`config.mk`:
```
export PLATFORM = sky130hd
export DESIGN_NAME = branch_predict_unit
export DESIGN_NICKNAME = d
export VERILOG_FILES = /design/src/rtl/bpu_pkg.sv /design/src/rtl/branch_compare.sv /design/src/rtl/branch_predict_unit.sv
export SDC_FILE = /design/constraint.sdc
export NUM_CORES = 2
export LEC_CHECK = 0
export CAP_MARGIN = 15
export CORE_MARGIN = 1
export CORE_UTILIZATION = 30
export DETAILED_ROUTE_END_ITERATION = 10
export GPL_ROUTABILITY_DRIVEN = 0
export MAX_ROUTING_LAYER = met4
export SETUP_SLACK_MARGIN = 0.15
export SLEW_MARGIN = 20
export SYNTH_ARGS = -nofsm -noshare
export SYNTH_HDL_FRONTEND = slang
export SYNTH_SLANG_ARGS = --single-unit
```
`constraint.sdc`:
```
create_clock -name clk -period 6.9 [get_ports clk]
set_clock_uncertainty 0.05 [all_clocks]
set_input_delay 1.035 -clock clk [delete_from_list [all_inputs] [get_ports clk]]
set_output_delay 1.035 -clock clk [all_outputs]
set_load 0.1 [all_outputs]
```
`src/rtl/bpu_pkg.sv`:
```
// Shared constants for the branch prediction unit: RISC-V control opcodes,
// branch funct3 codes and the 2-bit saturating counter encoding.
package bpu_pkg;

  localparam logic [6:0] OP_BRANCH = 7'b1100011;
  localparam logic [6:0] OP_JAL    = 7'b1101111;
  localparam logic [6:0] OP_JALR   = 7'b1100111;

  localparam logic [2:0] F3_BEQ  = 3'b000;
  localparam logic [2:0] F3_BNE  = 3'b001;
  localparam logic [2:0] F3_BLT  = 3'b100;
  localparam logic [2:0] F3_BGE  = 3'b101;
  localparam logic [2:0] F3_BLTU = 3'b110;
  localparam logic [2:0] F3_BGEU = 3'b111;

  typedef enum logic [1:0] {
    CTR_SNT = 2'd0,
    CTR_WNT = 2'd1,
    CTR_WT  = 2'd2,
    CTR_ST  = 2'd3
  } ctr_t;

  function automatic ctr_t ctr_step(input ctr_t c, input logic taken);
    ctr_t n;
    n = c;
    case (c)
      CTR_SNT: n = taken ? CTR_WNT : CTR_SNT;
      CTR_WNT: n = taken ? CTR_WT  : CTR_SNT;
      CTR_WT:  n = taken ? CTR_ST  : CTR_WNT;
      CTR_ST:  n = taken ? CTR_ST  : CTR_WT;
      default: n = CTR_SNT;
    endcase
    return n;
  endfunction

endpackage

```
`src/rtl/branch_compare.sv`:
```
// Conditional branch evaluation by funct3; funct3 010/011 are reserved
// encodings and report illegal with a not-taken outcome.
module branch_compare
  import bpu_pkg::*;
#(
  parameter int XLEN = 32
) (
  input  logic [2:0]      funct3,
  input  logic [XLEN-1:0] rs1_data,
  input  logic [XLEN-1:0] rs2_data,
  output logic            taken,
  output logic            illegal
);

  always_comb begin
    taken   = 1'b0;
    illegal = 1'b0;
    case (funct3)
      F3_BEQ:  taken = (rs1_data == rs2_data);
      F3_BNE:  taken = (rs1_data != rs2_data);
      F3_BLT:  taken = ($signed(rs1_data) <  $signed(rs2_data));
      F3_BGE:  taken = ($signed(rs1_data) >= $signed(rs2_data));
      F3_BLTU: taken = (rs1_data <  rs2_data);
      F3_BGEU: taken = (rs1_data >= rs2_data);
      default: illegal = 1'b1;
    endcase
  end

endmodule

```
`src/rtl/branch_predict_unit.sv`:
```
// Direct-mapped BTB with 2-bit counters plus a one-cycle branch resolve path.
// Optional statistics counters are enabled by defining BPU_STATS_EN.
module branch_predict_unit
  import bpu_pkg::*;
#(
  parameter int XLEN    = 32,
  parameter int ENTRIES = 16
) (
  input  logic            clk,
  input  logic            rst,
  input  logic [XLEN-1:0] fetch_pc,
  output logic            pred_taken,
  output logic [XLEN-1:0] pred_target,
  input  logic            flush,
  input  logic            res_valid,
  input  logic [XLEN-1:0] res_instr,
  input  logic [XLEN-1:0] res_pc,
  input  logic [XLEN-1:0] res_imm,
  input  logic [XLEN-1:0] rs1_data,
  input  logic [XLEN-1:0] rs2_data,
  input  logic            res_pred_taken,
  input  logic [XLEN-1:0] res_pred_target,
  output logic            redirect_valid,
  output logic [XLEN-1:0] redirect_pc,
  output logic            res_illegal
`ifdef BPU_STATS_EN
  ,
  output logic [31:0]     stat_branches,
  output logic [31:0]     stat_mispredicts
`endif
);

  localparam int IDX_W = $clog2(ENTRIES);
  localparam int TAG_W = XLEN - IDX_W - 2;

  // Handshake: res_valid is a single-cycle request with no back-pressure;
  // flush squashes it, and redirect_valid/res_illegal pulse exactly one cycle later.

  logic             btb_valid [ENTRIES];
  logic [TAG_W-1:0] btb_tag   [ENTRIES];
  logic [XLEN-1:0]  btb_tgt   [ENTRIES];
  ctr_t             btb_ctr   [ENTRIES];

  logic [IDX_W-1:0] f_idx;
  logic [TAG_W-1:0] f_tag;
  logic             f_hit;

  assign f_idx       = fetch_pc[IDX_W+1:2];
  assign f_tag       = fetch_pc[XLEN-1:IDX_W+2];
  assign f_hit       = btb_valid[f_idx] && (btb_tag[f_idx] == f_tag);
  assign pred_taken  = f_hit && btb_ctr[f_idx][1];
  assign pred_target = pred_taken ? btb_tgt[f_idx] : fetch_pc + XLEN'(4);

  logic [6:0]       opcode;
  logic             is_branch, is_jal, is_jalr;
  logic             cmp_taken, cmp_illegal;
  logic             is_illegal, is_ctrl, act_taken, mispredict, accept;
  logic [XLEN-1:0]  act_target, next_pc;
  logic [IDX_W-1:0] r_idx;
  logic [TAG_W-1:0] r_tag;
  logic             r_hit;
  logic             wr_en, wr_tgt_en;
  ctr_t             wr_ctr;
  logic             unused_bits;

  assign unused_bits = ^{res_instr[31:15], res_instr[11:7], fetch_pc[1:0]};

  branch_compare #(.XLEN(XLEN)) u_cmp (
    .funct3   (res_instr[14:12]),
    .rs1_data (rs1_data),
    .rs2_data (rs2_data),
    .taken    (cmp_taken),
    .illegal  (cmp_illegal)
  );

  assign opcode     = res_instr[6:0];
  assign is_branch  = (opcode == OP_BRANCH);
  assign is_jal     = (opcode == OP_JAL);
  assign is_jalr    = (opcode == OP_JALR);
  assign is_illegal = is_branch && cmp_illegal;
  assign is_ctrl    = (is_branch && !cmp_illegal) || is_jal || is_jalr;
  assign act_taken  = (is_branch && cmp_taken && !cmp_illegal) || is_jal || is_jalr;
  assign act_target = is_jalr ? ((rs1_data + res_imm) & ~XLEN'(1)) : res_pc + res_imm;
  assign next_pc    = act_taken ? act_target : res_pc + XLEN'(4);
  assign mispredict = is_ctrl && ((act_taken != res_pred_taken) ||
                      (act_taken && res_pred_taken && (act_target != res_pred_target)));
  assign accept     = res_valid && !flush;

  assign r_idx = res_pc[IDX_W+1:2];
  assign r_tag = res_pc[XLEN-1:IDX_W+2];
  assign r_hit = btb_valid[r_idx] && (btb_tag[r_idx] == r_tag);

  // Jumps always (re)claim the slot; branches allocate only when taken.
  always_comb begin
    wr_en     = 1'b0;
    wr_tgt_en = 1'b0;
    wr_ctr    = CTR_SNT;
    if (accept) begin
      if (is_jal || is_jalr) begin
        wr_en     = 1'b1;
        wr_tgt_en = 1'b1;
        wr_ctr    = CTR_ST;
      end else if (is_branch && !cmp_illegal) begin
        if (r_hit) begin
          wr_en     = 1'b1;
          wr_tgt_en = cmp_taken;
          wr_ctr    = ctr_step(btb_ctr[r_idx], cmp_taken);
        end else if (cmp_taken) begin
          wr_en     = 1'b1;
          wr_tgt_en = 1'b1;
          wr_ctr    = CTR_WT;
        end
      end
    end
  end

  always_ff @(posedge clk) begin
    if (rst) begin
      for (int i = 0; i < ENTRIES; i++) begin
        btb_valid[i] <= 1'b0;
        btb_ctr[i]   <= CTR_SNT;
      end
      redirect_valid <= 1'b0;
      redirect_pc    <= '0;
      res_illegal    <= 1'b0;
    end else begin
      redirect_valid <= accept && mispredict;
      res_illegal    <= accept && is_illegal;
      if (accept) redirect_pc <= next_pc;
      if (wr_en) begin
        btb_valid[r_idx] <= 1'b1;
        btb_ctr[r_idx]   <= wr_ctr;
      end
    end
  end

  // Tag and target carry no reset; the cleared valid bit masks them.
  always_ff @(posedge clk) begin
    if (!rst && wr_en)     btb_tag[r_idx] <= r_tag;
    if (!rst && wr_tgt_en) btb_tgt[r_idx] <= act_target;
  end

`ifdef BPU_STATS_EN
  always_ff @(posedge clk) begin
    if (rst) begin
      stat_branches    <= '0;
      stat_mispredicts <= '0;
    end else if (accept && is_ctrl) begin
      stat_branches <= stat_branches + 32'd1;
      if (mispredict) stat_mispredicts <= stat_mispredicts + 32'd1;
    end
  end
`endif

endmodule
```
==> qor.yml <==
yosys:
  synth.most_common_cell: "edfxtp_1"
  synth_top_area_cell: "edfxtp_1"
  yosys-top-cells-count: "edfxtp_1, mux4_2, nand2_1"
  avgSynthCellArea_um2: 16.3
  synth_edf_count: 960
  synth_cells: 3037
  syn_area_um2: 49400
  synthTopCellsByArea: "edfxtp_1, mux4_2, ha_1"
  synthArstFlopShare_pct: 0
  yosysUniqueCellTypes: 78
  yosys_warnings: 0
  ys.flop_type: "edfxtp_1"
  synthesis.nets: 3367
  synth-seq-cells: 1010
  yosysTopAreaCellShare_pct: 58.3
  yosysSeqAreaShare_pct: 60.3
critical_path:
  cp.required_ns: 7.40
  path_class: "in2reg"
  crit_path_cell_trace: "clkdlybuf4s50_1 > inv_1 > ha_1 > nand4_1 > or4_1 > buf_4 > nor4_1 > o21a_1 > nor2_1 > or3_1 > o21a_1 > inv_1 > ha_1 > a31oi_1 > buf_4 > o311ai_0 > a2111oi_0 > nand4_1 > nor4_1 > nand4_1 > nor4_1 > and4b_1 > a31oi_1"
  cp_slowest_stage_delay_ns: 0.60
  crit_buf_inv: 5
  startpoint_type: "input port"
  slowest_stage: "nor4_1"
  path_delay_family: "simple AND/OR/NAND/NOR gates"
  cp_data_arrival_time_ns: 6.92
  crit_path_max_fanout: 4
  end_kind: "register"
clocking:
  cts_tree: "built"
  cts_sinks: 1010
  clk_pin_slew_ns: 0.06
  cts_resized: 0
  insertion_delay_ns: 0.73
  cts_root_buffer: "clkbuf_16"
  htreeDepth: 3
  cts.hold.buffers_added: 0
  clk_path_buf_depth: 3
  cts_buffers: 102
  postCtsSetupBuffers: 0
place:
  portBuffers: 273
  dp.cells: 5454
  dp_hpwl_um: 106000
timing:
  slew_violations: 0
  post-route-min-period_ns: 6.42
  grt_setup_unrepaired: "no"
  setup_viol: 0
  worst_pin_slew_ns: 1.11
  relSlewSlack_pct: 25.9
  fin_crit_sh_pct: 93.0
  holdWs_ns: 0.409
  hold_viol: 0
  max_clock_freq_mhz: 156
layout:
  utilization_pct: 36.6
  fin_nets: 3713
  syn2layout_area_growth_pct: 20.8
  final_cells: 5652
  drive_gt1_share_pct: 24.0
global_route:
  grt_busiest_layer: "met2"
  grtUsageTotal_pct: 19.3
  grt_use_met2_pct: 28.7
  grt-ovfl-total: 0
  met3_usage_pct: 5.03
  antenna_found_initial: 11
  grt_use_met1_pct: 25.9
  grt_pass1_vias: 30371
  grt_max_degree: 71
  grt_pass1_wl_um: 223000
job:
  cap_viol_max_count: 0
floorplanning:
  core_area_um2: 163000
  initial_core_util_pct: 30.3
  die_height_um: 408
  dieArea_um2: 166000
  rows: 148
  die_width_um: 408
  num_io_pins: 296
routing:
  drt_iter0_drc: 3371
  drt-total-wl_um: 159000
  vias: 30634
  first_pass_iters: 6
  drc: 0
  wl_per_cell_um: 28.1
  via_per_inst: 5.42
  ant_nets: 0
power:
  p_per_area_nw_per_um2: 248
  power.leakage_uw: 0.0194
  irDropWorstVdd_uv: 217
worst_hold_path:
  min_path_type: "reg2reg"
run_status:
  status: "completed"
-- report_power, final --
group          switching [uW]  total [uW]  leakage, uW  internal, uW
clock                    2470        5780      0.00172          3310
combinational            1340        2110      0.00860           776
sequential               17.6        6910      0.00908          6890
total                    3830       14800       0.0194         11000
-- flip-flops by register name, indices dropped and copies added, names as in the netlist --
name            cells
btb_tgt           512
btb_tag           416
btb_ctr            32
redirect_pc        32
btb_valid          16
redirect_valid      1
res_illegal         1
-- final timing paths --
path / start / end / slack (ns) / cells after the start
setup reg to reg: btb_tag[14][18] / btb_tag[3][17] / 2.22 / 12
hold / removal: redirect_pc[28] / redirect_pc[28] / 0.41 / 2
hold reg to reg: redirect_pc[28] / redirect_pc[28] / 0.41 / 2
setup / recovery: rs2_data[15] / redirect_valid / 0.48 / 23
-- worst reg2reg max path: stages (launching register included) --
cell and delay [ns]:
edfxtp_1 0.39, mux4_2 0.49, mux4_2 0.49, xnor2_1 0.46
nand4_1 0.44, nor4_2 0.52, nand2_1 0.21, a21o_1 0.26
a21oi_4 0.14, buf_4 0.26, nand3_2 0.17, inv_1 0.15
buf_12 0.27
-- cells in the final DEF (no fill, tap or decap), types with 8 or more instances in the layout --
master / n
edfxtp_1: 960
mux4_2: 432
clkdlybuf4s50_1: 231
nand2_1: 150
a21oi_1: 143
nor2_1: 123
buf_4: 108
xnor2_1: 106
clkbuf_16: 102
ha_1: 99
inv_1: 95
nand3_1: 85
o21ai_0: 82
xor2_1: 82
buf_12: 72
dfxtp_1: 50
nand4_1: 44
o211ai_1: 33
nor3_1: 30
clkinv_2: 29
a21o_1: 27
nor2b_1: 26
nand2b_1: 25
and3_1: 19
a211oi_1: 18
clkbuf_1: 16
or3_1: 15
a31oi_1: 14
bufinv_16: 14
nor2_4: 12
clkinv_1: 12
nand3_2: 11
o21a_1: 10
mux2i_1: 10
nor4_1: 10
diode_2: 8
a22o_1: 8
-- area by class of cell --
class / instances / area (um2)
Timing Repair Buffer: 418 / 4630
Multi-Input combinational cell: 1756 / 18700
Inverter: 95 / 357
Fill cell: 15105 / 103000
Antenna cell: 8 / 20.0
Sequential cell: 1010 / 29800
Clock inverter: 69 / 858
Tap cell: 2175 / 2720
Clock buffer: 121 / 2650
-- stage by stage --
step / cell area [um2] / power, uW / TNS (ns) / setup WS (ns)
after floorplan: 49400 / 8230 / 0 / 0.284
after global placement: 56200 / 9120 / -0.0189 / -0.0189
after detailed placement: 56200 / 9130 / -0.201 / -0.201
after CTS: 59700 / 14900 / 0 / 0.554
after global routing: 59700 / 15200 / 0 / 0.235
final: 59700 / 14800 / 0 / 0.484
-- cell families (layout without fill, tap and decap cells) --
kind of cell | count (synthesis) | in the layout | synth area share, %
compound gates | 420 | 420 | 5.37
fa+ha+maj | 102 | 102 | 2.61
flops | 1010 | 1010 | 60.3
buf+inv | 271 | 703 | 2.23
mux | 442 | 442 | 19.9
simple gates | 600 | 600 | 6.05
xor+xnor | 192 | 192 | 3.52
other cells | 0 | 8 | 0
-- layer usage --
layer	routed length, um	share of wire (%)
met5	0	0
met1	66200	42
met3	15900	10
met2	72000	45
met4	4570	2.9
No activity file was read; power rests on OpenSTA's default activity.
